==> src/rtl/mem_arbiter.sv <==
// Arbitrates the single main-memory block port between the I-cache and D-cache miss paths.
// Optional MEM_ARB_RR_EN: ties in IDLE alternate away from the last completed owner.
module mem_arbiter #(
    parameter int ADDR_W = 28,
    parameter int DATA_W = 128,
    parameter int CNT_W  = 16
) (
    input  logic              clk,
    input  logic              rst,
    input  logic              i_read,
    input  logic [ADDR_W-1:0] i_addr,
    output logic [DATA_W-1:0] i_rdata,
    output logic              i_ready,
    input  logic              d_read,
    input  logic              d_write,
    input  logic [ADDR_W-1:0] d_addr,
    input  logic [DATA_W-1:0] d_wdata,
    output logic [DATA_W-1:0] d_rdata,
    output logic              d_ready,
    output logic              mem_read,
    output logic              mem_write,
    output logic [ADDR_W-1:0] mem_addr,
    output logic [DATA_W-1:0] mem_wdata,
    input  logic [DATA_W-1:0] mem_rdata,
    input  logic              mem_ready,
    output logic [CNT_W-1:0]  wait_cnt,
    output logic [1:0]        fsm_state
);

    typedef enum logic [1:0] {
        S_IDLE = 2'd0,
        S_BUSY = 2'd1,
        S_DONE = 2'd2
    } state_t;

    state_t state, state_next;
    logic   owner_d;     // 1: D-cache owns the port, 0: I-cache
    logic   i_req, d_req, any_req;
    logic   tie_to_d, grant_d, waiting;

    assign i_req     = i_read;
    assign d_req     = d_read | d_write;
    assign any_req   = i_req | d_req;
    assign fsm_state = state;

`ifdef MEM_ARB_RR_EN
    logic last_d;
    always_ff @(posedge clk) begin
        if (rst) begin
            last_d <= 1'b0;
        end else if (state == S_BUSY && mem_ready) begin
            last_d <= owner_d;
        end
    end
    assign tie_to_d = ~last_d;
`else
    assign tie_to_d = 1'b1;
`endif

    assign grant_d = d_req & (~i_req | tie_to_d);

    always_ff @(posedge clk) begin
        if (rst) begin
            state <= S_IDLE;
        end else begin
            state <= state_next;
        end
    end

    always_comb begin
        state_next = state;
        case (state)
            S_IDLE:  if (any_req) state_next = S_BUSY;
            S_BUSY:  if (mem_ready) state_next = S_DONE;
            S_DONE:  state_next = S_IDLE;
            default: state_next = S_IDLE;
        endcase
    end

    // A cycle counts as waiting when the other side holds, or is just being granted, the port.
    always_comb begin
        waiting = 1'b0;
        case (state)
            S_IDLE:  waiting = any_req & (grant_d ? i_req : d_req);
            S_BUSY,
            S_DONE:  waiting = owner_d ? i_req : d_req;
            default: waiting = 1'b0;
        endcase
    end

    always_ff @(posedge clk) begin
        if (rst) begin
            owner_d   <= 1'b0;
            mem_read  <= 1'b0;
            mem_write <= 1'b0;
            mem_addr  <= '0;
            mem_wdata <= '0;
            i_rdata   <= '0;
            d_rdata   <= '0;
            i_ready   <= 1'b0;
            d_ready   <= 1'b0;
            wait_cnt  <= '0;
        end else begin
            i_ready <= 1'b0;
            d_ready <= 1'b0;
            case (state)
                S_IDLE: begin
                    if (any_req) begin
                        owner_d   <= grant_d;
                        mem_addr  <= grant_d ? d_addr : i_addr;
                        mem_wdata <= grant_d ? d_wdata : '0;
                        // a simultaneous D read+write is served as the write-back only
                        mem_write <= grant_d & d_write;
                        mem_read  <= grant_d ? ~d_write : 1'b1;
                    end
                end
                S_BUSY: begin
                    if (mem_ready) begin
                        mem_read  <= 1'b0;
                        mem_write <= 1'b0;
                        if (owner_d) begin
                            d_ready <= 1'b1;
                            if (mem_read) d_rdata <= mem_rdata;
                        end else begin
                            i_ready <= 1'b1;
                            i_rdata <= mem_rdata;
                        end
                    end
                end
                default: ;
            endcase
            if (waiting && (wait_cnt != {CNT_W{1'b1}})) begin
                wait_cnt <= wait_cnt + 1'b1;
            end
        end
    end

endmodule

==> config.mk <==
export PLATFORM = sky130hd
export DESIGN_NAME = mem_arbiter
export DESIGN_NICKNAME = d
export VERILOG_FILES = /design/src/rtl/mem_arbiter.sv
export SDC_FILE = /design/constraint.sdc
export NUM_CORES = 1
export LEC_CHECK = 0
export ABC_AREA = 1
export BUFFER_PORTS_ARGS = -buffer_cell sky130_fd_sc_hd__buf_2
export CELL_PAD_IN_SITES_DETAIL_PLACEMENT = 1
export CELL_PAD_IN_SITES_GLOBAL_PLACEMENT = 2
export CORE_AREA = 2 2 297 299
export CTS_CLUSTER_SIZE = 10
export DETAILED_ROUTE_END_ITERATION = 10
export DIE_AREA = 0 0 299 301
export PLACE_DENSITY_LB_ADDON = 0.1
export SLEW_MARGIN = 20
export SYNTH_ARGS = -nofsm -noshare
export SYNTH_HDL_FRONTEND = slang
export SYNTH_SLANG_ARGS = --single-unit
==> constraint.sdc <==
create_clock -name clk -period 2.9 [get_ports clk]
set_clock_uncertainty 0.1 [all_clocks]
set_input_delay 0.29 -clock clk [delete_from_list [all_inputs] [get_ports clk]]
set_output_delay 0.29 -clock clk [all_outputs]
set_load 0.1 [all_outputs]
# Word-level counts from Yosys, hierarchy flattened
# Index checks and enable logic that the tools add are counted.
# classes
bitwise	8
eq_ne	5
reduce_logical	10
n_addsub	1
n_mux	16
# op_table
cell	count
$mux 128	1
$mux 28	1
$add 16x1->16 const B	1
$ne 16x16->1 const B	1
$mux 1	8
$pmux 1 s2	3
$reduce_and 3->1	2
$mux 2	2
$ne 2x2->1 const B	2
$not 1->1	4
$pmux 2 s2	1
$reduce_and 2->1	2
$reduce_and 4->1	1
$reduce_or 3->1	1
$and 1x1->1	2
$eq 2x1->1 const B	1
$eq 2x2->1 const B	1
$logic_not 2->1	1
$or 1x1->1	2
$reduce_bool 2->1	1
$reduce_or 2->1	1
$logic_and 1x1->1	1
# word_totals
regBits	435
output_inout_bits	434

# Logic depth before layout (Yosys ltp)
# Gate-level depths: netlist of run 1.
# depth
ltp_word	5
depth_mapped	11
mapped_depth_nobuf	11

# Worst setup path before layout of run 1
# No wires, ideal clock.
# synth_timing
kind	reg2reg
startpoint	register wait_cnt[0]
endpoint	register wait_cnt[8]
arrival_ps	2192
setup_time_ps	142
n_path_buf	1
path_stages_with_launch	10
slack_ps	466
synth_period_minus_slack_ps	2434
path_cell_list	dfxtp_1 -> ha_1 -> nand3_2 -> inv_1 -> nand3_1 -> nor2_1 -> nor2_4 -> buf_6 -> nand2_2 -> a21oi_2
# synth_between
elab_chain_cells	2
word_cells_on_any_way	3
# synth_rtl
element	line_no	source
from (decl)	26	output logic [CNT_W-1:0] wait_cnt,
from (signal assigned)	133	wait_cnt <= wait_cnt + 1'b1;
parallel branches: the longest is 2 deep, another holds $add 16x1->16	-	
# Parallel ways; which one is timed is not known.
# A chain may end at the register's enable or synchronous reset.

# Final worst setup path of run 1
# layout_timing
startpoint	register state[1] (netlist: fsm_state[1])
endpoint	register mem_addr[15]
# layout_between
elab_chain_cells	2
# layout_rtl
element	line_no	source
from (decl)	36	state_t state, state_next;
from (signal assigned)	66	state <= state_next;
$logic_not 2->1	106	case (state)
$reduce_and 2->1 (no source line)	-	
to (signal assigned)	110	mem_addr <= grant_d ? d_addr : i_addr;
to (decl)	22	output logic [ADDR_W-1:0] mem_addr,
# No other way between the ends.

==> results.cfg, run 1 <==
[cells_and_area]
final_util = 0.296
fillers = 10500
multi_input_area_mm2 = 0.00624
syn_to_final_growth_pct = 63.4
register_area_mm2 = 0.00871
nNetsFinal = 3358
drive_gt1_frac = 0.292

[worst_setup_path]
ff2ff_setup_slack_ps = 440
crit_path_start_kind = flop
crit_fanout = 57
reg2reg_depth = 8
critPathLaunch = fsm_state[1]$_SDFFE_PP0P_
setup.worst_path.end = mem_addr[15]$_SDFFE_PP0P_
arrival_ps = 2900
critPathRequiredTime_ps = 3350
critPathKind = flop to flop
end_kind = flop
reg2reg_from = fsm_state[1]$_SDFFE_PP0P_
reg2reg_to = mem_addr[15]$_SDFFE_PP0P_

[clock_network]
clk_latency_ps = 610
cts.clk_slew.worst_paths_ps = 60
cts.repair.resized = 0
cts_buffer_depth = 3
cts_sinks = 435
numCtsBuffers = 57
h-tree-depth = 2
tritoncts = done
cts_root_buffer = clkbuf_16

[floorplanning]
initial_utilization = 0.181
dieArea_mm2 = 0.0900
die_h_um = 301
fp.coreArea_mm2 = 0.0865
rows = 108
die_w_um = 299
io_pins = 752

[drt]
antenna_left = 0
routedWlPerCell_um = 19.0
drtPass1Iterations = 4
drc = 0
vias_per_cell = 4.13
vias = 17500
drt_iter0_markers = 595
routed_wl_um = 80500

[synthesis]
synth_fp_nets = 2352
netlist_instances = 2029
yosysWarningCount = 0
synth_cell_type_count = 33
synth_seq_cells = 435
yosys_most_used_dff = dfxtp_1
synthesis.area_mm2 = 0.0157
synth_edf_count = 0
ys_async_sr_fraction = 0
syn_area_per_cell_um2 = 7.73
synth_seq_area_share = 0.555

[placement]
io_buffers = 751
place.gp.congestion = 0.808
dp.final_hpwl_um = 55700
dp_slack_ps = 730

[sta]
period_share = 0.847
max_freq_mhz = 407
setup_violations = 0
rsz0062_at_grt = false
relSlewSlack = 0.410
final_hold_viol_count = 0
slew_violations = 0
timing.final.ws_setup_ps = 442
fin_tns_setup_ps = 0
period_needed_ps = 2460
worstMarginPinSlew_ps = 886

[power_and_ir_drop]
ir_drop_v = 0.000406
power_density_mw_per_mm2 = 803
finalPower_w = 0.0206
leakagePower_nw = 12.4

[grt]
grt_max_degree = 147
grt_pass1_vias = 18600
grt_first_pass_wirelength_um = 119000
overflow = 0
track_usage = 0.171
antenna_found_initial = 12

[job]
max-cap-violations = 0

[hold_path]
hold_path_class = input pin to flop
holdCritStartpoint = d_read

[status]
status = finished clean
[what timing repair did]
action	4_1_cts	5_1_grt
hold buffers	316	0
endpoints found under the hold margin	417	0
buffers inserted	0	0
[registers in the layout, indices dropped and copies added (netlist names), 2 cells and up]
| name | cells |
|---|---|
| i_rdata | 128 |
| mem_wdata | 128 |
| wait_cnt | 16 |
| fsm_state | 2 |
| d_rdata | 128 |
| mem_addr | 28 |
[synth_stat cells, types with 2 or more instances]
| master | count | area (um^2) |
|---|---|---|
| a21oi_1 | 137 | 686 |
| a21oi_2 | 9 | 78.8 |
| a31oi_1 | 28 | 175 |
| buf_1 | 4 | 15.0 |
| buf_2 | 62 | 310 |
| buf_4 | 4 | 30.0 |
| buf_6 | 2 | 22.5 |
| clkbuf_1 | 71 | 267 |
| dfxtp_1 | 435 | 8710 |
| ha_1 | 5 | 62.6 |
| inv_1 | 20 | 75.1 |
| inv_2 | 5 | 18.8 |
| nand2_1 | 365 | 1370 |
| nand2_2 | 13 | 81.3 |
| nand3_1 | 11 | 55.1 |
| nand4_1 | 7 | 43.8 |
| nor2_1 | 538 | 2020 |
| nor2_2 | 2 | 12.5 |
| nor2_4 | 4 | 45.0 |
| o21ai_0 | 281 | 1410 |
| o21ai_1 | 9 | 45.0 |
| xnor2_1 | 3 | 26.3 |
| xor2_1 | 4 | 35.0 |
[critical path: stages (launching register included)]
cell and delay [ps]:
dfxtp_1 320, inv_1 120, ha_1 200, inv_2 80, a21oi_4 150, buf_4 470, o21ai_0 150, a31oi_1 200
dlygate4sd3_1 580
[report_power, final]
| group | leakage (nW) | internal, W | switching (W) | total (W) |
|---|---|---|---|---|
| Clock | 0.900 | 0.00421 | 0.00283 | 0.00704 |
| Sequential | 3.55 | 0.00651 | 0.000272 | 0.00678 |
| Combinational | 7.92 | 0.00129 | 0.00546 | 0.00675 |
| Total | 12.4 | 0.0120 | 0.00856 | 0.0206 |
[placed cells by master (no fill, tap or decap), drive strengths merged, types with 13 or more instances in the layout]
cell type and n:
o21ai 290, nand2 379, dlygate4sd3 316, dfxtp 435, buf 775, nand3 13, nor2 544, a31oi 28
a21oi 147, inv 27, clkbuf 98
[cell type report]
cell class / count / share of cell area
flip-flops and latches: 435 / 0.340
repair buffers: 1091 / 0.284
multi-input cells: 1424 / 0.243
clock buffers: 98 / 0.0696
well taps: 1155 / 0.0564
inverters: 26 / 0.00430
clock inverters: 6 / 0.00239
diodes: 4 / 0.000391
[cell families after synthesis]
group                    synth area share
AND/OR/NAND/NOR                     0.236
buffers and inverters              0.0476
AO/OA/AOI/OAI                       0.154
adder cells (fa/ha/maj)           0.00399
flip-flops                          0.555
XOR/XNOR                          0.00391
[per-stage QoR]
step	area [um^2]	hold WS [ps]	std cells
global route	25600	280	4239
CTS	25600	220	4235
finish	25600	256	4239
global placement	20600	344	3815
floorplan	15700	325	2029
detailed placement	20600	353	3815
[worst min path at each step]
stage / cells after the start / slack, ps / endpoint
floorplan: 2 / 320 / i_rdata[58]$_SDFFE_PP0P_
global placement: 2 / 340 / mem_wdata[111]$_SDFFE_PP0P_
detailed placement: 2 / 350 / mem_wdata[61]$_SDFFE_PP0P_
CTS: 6 / 220 / mem_wdata[125]$_SDFFE_PP0P_
global route: 6 / 280 / mem_wdata[122]$_SDFFE_PP0P_
finish: 6 / 260 / mem_wdata[126]$_SDFFE_PP0P_
[routing by layer]
layer / part of all wire / track usage / vias to the layer above
met5: 0.0013 / 0 / -
met4: 0.027 / 0.0493 / 16
met3: 0.086 / 0.0653 / 122
met2: 0.49 / 0.299 / 528
met1: 0.40 / 0.193 / 8286
li1: - / - / 8567
Power figures use the tool's default switching activity.
==> run 2: changes to the inputs <==
ABC_AREA = 0   (was 1)
CORE_AREA = 2 2 290 292   (was 2 2 297 299)
DIE_AREA = 0 0 292 294   (was 0 0 299 301)
clock period = 2.4 ns   (was 2.9 ns; I/O delays follow)
==> run 2 against run 1 <==
Effect of this change: synthesized cell count down 9.4%; sequential share of layout area increased by 0.22 points; first-iteration DRC count decreased by 27%.
==> results.cfg, run 2 <==
[floorplanning]
initial_utilization = 0.184
die_w_um = 292
rows = 106
io_pins = 752
fp.coreArea_mm2 = 0.0829
dieArea_mm2 = 0.0858
die_h_um = 294

[clock_network]
cts_root_buffer = clkbuf_16
cts_sinks = 435
cts.clk_slew.worst_paths_ps = 60
cts_buffer_depth = 3
clk_latency_ps = 610
numCtsBuffers = 56
h-tree-depth = 2
tritoncts = done

[synthesis]
yosys-top-cells-count = nand2_1, dfxtp_1, a21oi_1
synth_seq_cells = 435
synthesis.area_mm2 = 0.0153
synth_cell_type_count = 38
synth_top_area_share = 0.571
synth_edf_count = 0
yosysWarningCount = 0
yosysMostFrequentCell = nand2_1
syn_area_per_cell_um2 = 8.29
synth_seq_area_share = 0.571
ys_async_sr_fraction = 0
synth_fp_nets = 2162
synth_top_area_cell = dfxtp_1
yosys_most_used_dff = dfxtp_1
netlist_instances = 1839
synth_area_leaders = dfxtp_1, nand2_1, a21oi_1, a22oi_1, nor2_1

[sta]
hold_slack_ps = 40.1
relSlewSlack = 0.460
rsz0062_at_grt = false
period_needed_ps = 2260
slew_violations = 0
fin_tns_setup_ps = 0
setup_violations = 0
final_hold_viol_count = 0
max_freq_mhz = 442
timing.final.ws_setup_ps = 138
worstMarginPinSlew_ps = 809
period_share = 0.943

[drt]
wl_met1_um = 29400
met3_length_um = 5670
drt_iter0_markers = 435
drc = 0
met2_wirelength_um = 38700
vias_per_cell = 4.25
highest-signal-layer = met5
routedWlPerCell_um = 19.2
routed_wl_um = 76700
antenna_left = 0
vias = 17000
drtPass1Iterations = 4

[worst_setup_path]
reg2reg_from = fsm_state[0]$_SDFFE_PP0P_
setup.worst_path.end = mem_addr[23]$_SDFFE_PP0P_
reg2reg_depth = 8
reg2reg_to = mem_addr[23]$_SDFFE_PP0P_
end_kind = flop
crit_path_start_kind = flop
critPathRequiredTime_ps = 2850
critPathLaunch = fsm_state[0]$_SDFFE_PP0P_
ff2ff_setup_slack_ps = 140
arrival_ps = 2710
crit_fanout = 24
critPathKind = flop to flop

[grt]
grt_pass1_vias = 18200
track_usage = 0.172
grt_first_pass_wirelength_um = 114000
antenna_found_initial = 6
overflow = 0
grt_max_degree = 101

[cells_and_area]
stdcell_count = 3990
final_util = 0.308
register_area_mm2 = 0.00873
top_regs = d_rdata x128, i_rdata x128, mem_wdata x128
multi_input_area_mm2 = 0.00599
nNetsFinal = 3194
drive_gt1_frac = 0.312
fillers = 9903
final_common_cell = buf_2
final_cell_mix = buf_2, nand2_1, dfxtp_1
syn_to_final_growth_pct = 67.3

[placement]
io_buffers = 751
dp.final_hpwl_um = 55700
place.gp.congestion = 0.777
dp_slack_ps = 52.8
dpl.cell_count = 3576

[hold_path]
hold_path_class = input pin to flop
hold_depth = 4

[power_and_ir_drop]
ir_drop_v = 0.000446
leakagePower_nw = 11.3
power_density_mw_per_mm2 = 890

[job]
max-cap-violations = 0

[status]
status = finished clean
[run 2: cell count changes in the layout (fill, tap and decap cells not counted), sizes merged, moves of 30 or more]
cell   change
a21oi    +127
a22oi    +128
buf       +30
nand2    +202
nor2     -377
o21ai    -279
[run 2: routing by layer]
layer / up-vias / global-route usage
li1: 8238 / -
met3: 120 / 0.0563
met4: 4 / 0.0663
met5: - / 0
met1: 8086 / 0.183
met2: 512 / 0.312
[run 2: layout make-up]
type / count / share of cell area
Antenna cell: 4 / 0.000392
Clock inverter: 6 / 0.00412
Timing Repair Buffer: 1121 / 0.300
Inverter: 5 / 0.000736
Tap cell: 1080 / 0.0530
Multi-Input combinational cell: 1252 / 0.235
Sequential cell: 435 / 0.342
Clock buffer: 87 / 0.0650
[run 2: how the worst min path moves through the flow]
stage / startpoint / to
5_1_grt: d_addr[13] / mem_addr[13]$_SDFFE_PP0P_
3_3_place_gp: i_rdata[115]$_SDFFE_PP0P_ / i_rdata[115]$_SDFFE_PP0P_
6_report: d_addr[13] / mem_addr[13]$_SDFFE_PP0P_
3_5_place_dp: i_rdata[15]$_SDFFE_PP0P_ / i_rdata[15]$_SDFFE_PP0P_
4_1_cts: rst / owner_d$_SDFFE_PP0P_
2_1_floorplan: mem_rdata[0] / d_rdata[0]$_SDFFE_PP0P_
[run 2: through the flow]
| stage | power [W] | area (um^2) |
|---|---|---|
| after global placement | 0.0141 | 20500 |
| after floorplan | 0.0126 | 15300 |
| after global routing | 0.0238 | 25500 |
| final | 0.0227 | 25500 |
| after CTS | 0.0231 | 25500 |
| after detailed placement | 0.0142 | 20500 |
[run 2: critical path, stage by stage (launching register included)]
cell and delay [ps]:
dfxtp_4 360, inv_1 70, ha_2 190, buf_4 160, nor2b_4 200, buf_8 200
nor2_1 60, a311oi_1 260, dlygate4sd3_1 590
[run 2: logic make-up (layout without fill, tap and decap cells)]
group / Yosys count / count (layout) / share of synthesized area
mux: 2 / 2 / 0.00139
simple gates: 790 / 790 / 0.204
flops: 435 / 435 / 0.571
fa+ha+maj: 5 / 5 / 0.00410
buf+inv: 152 / 1219 / 0.0389
compound gates: 454 / 454 / 0.180
xor+xnor: 1 / 1 / 0.000574
other cells: 0 / 4 / 0
[run 2: repair_timing]
item                                    in CTS  in global routing
endpoints found under the hold margin      416                  0
hold buffers                               316                  0
setup buffers                                0                  1
gates resized for setup                      0                 10
endpoints found under the setup margin       0                 58
[run 2: report_power, final]
part           total [W]  switching, W  leakage, nW  internal [W]
combinational    0.00652       0.00499         6.88       0.00152
sequential       0.00795      0.000253         3.55       0.00769
clock            0.00825       0.00326        0.864       0.00499
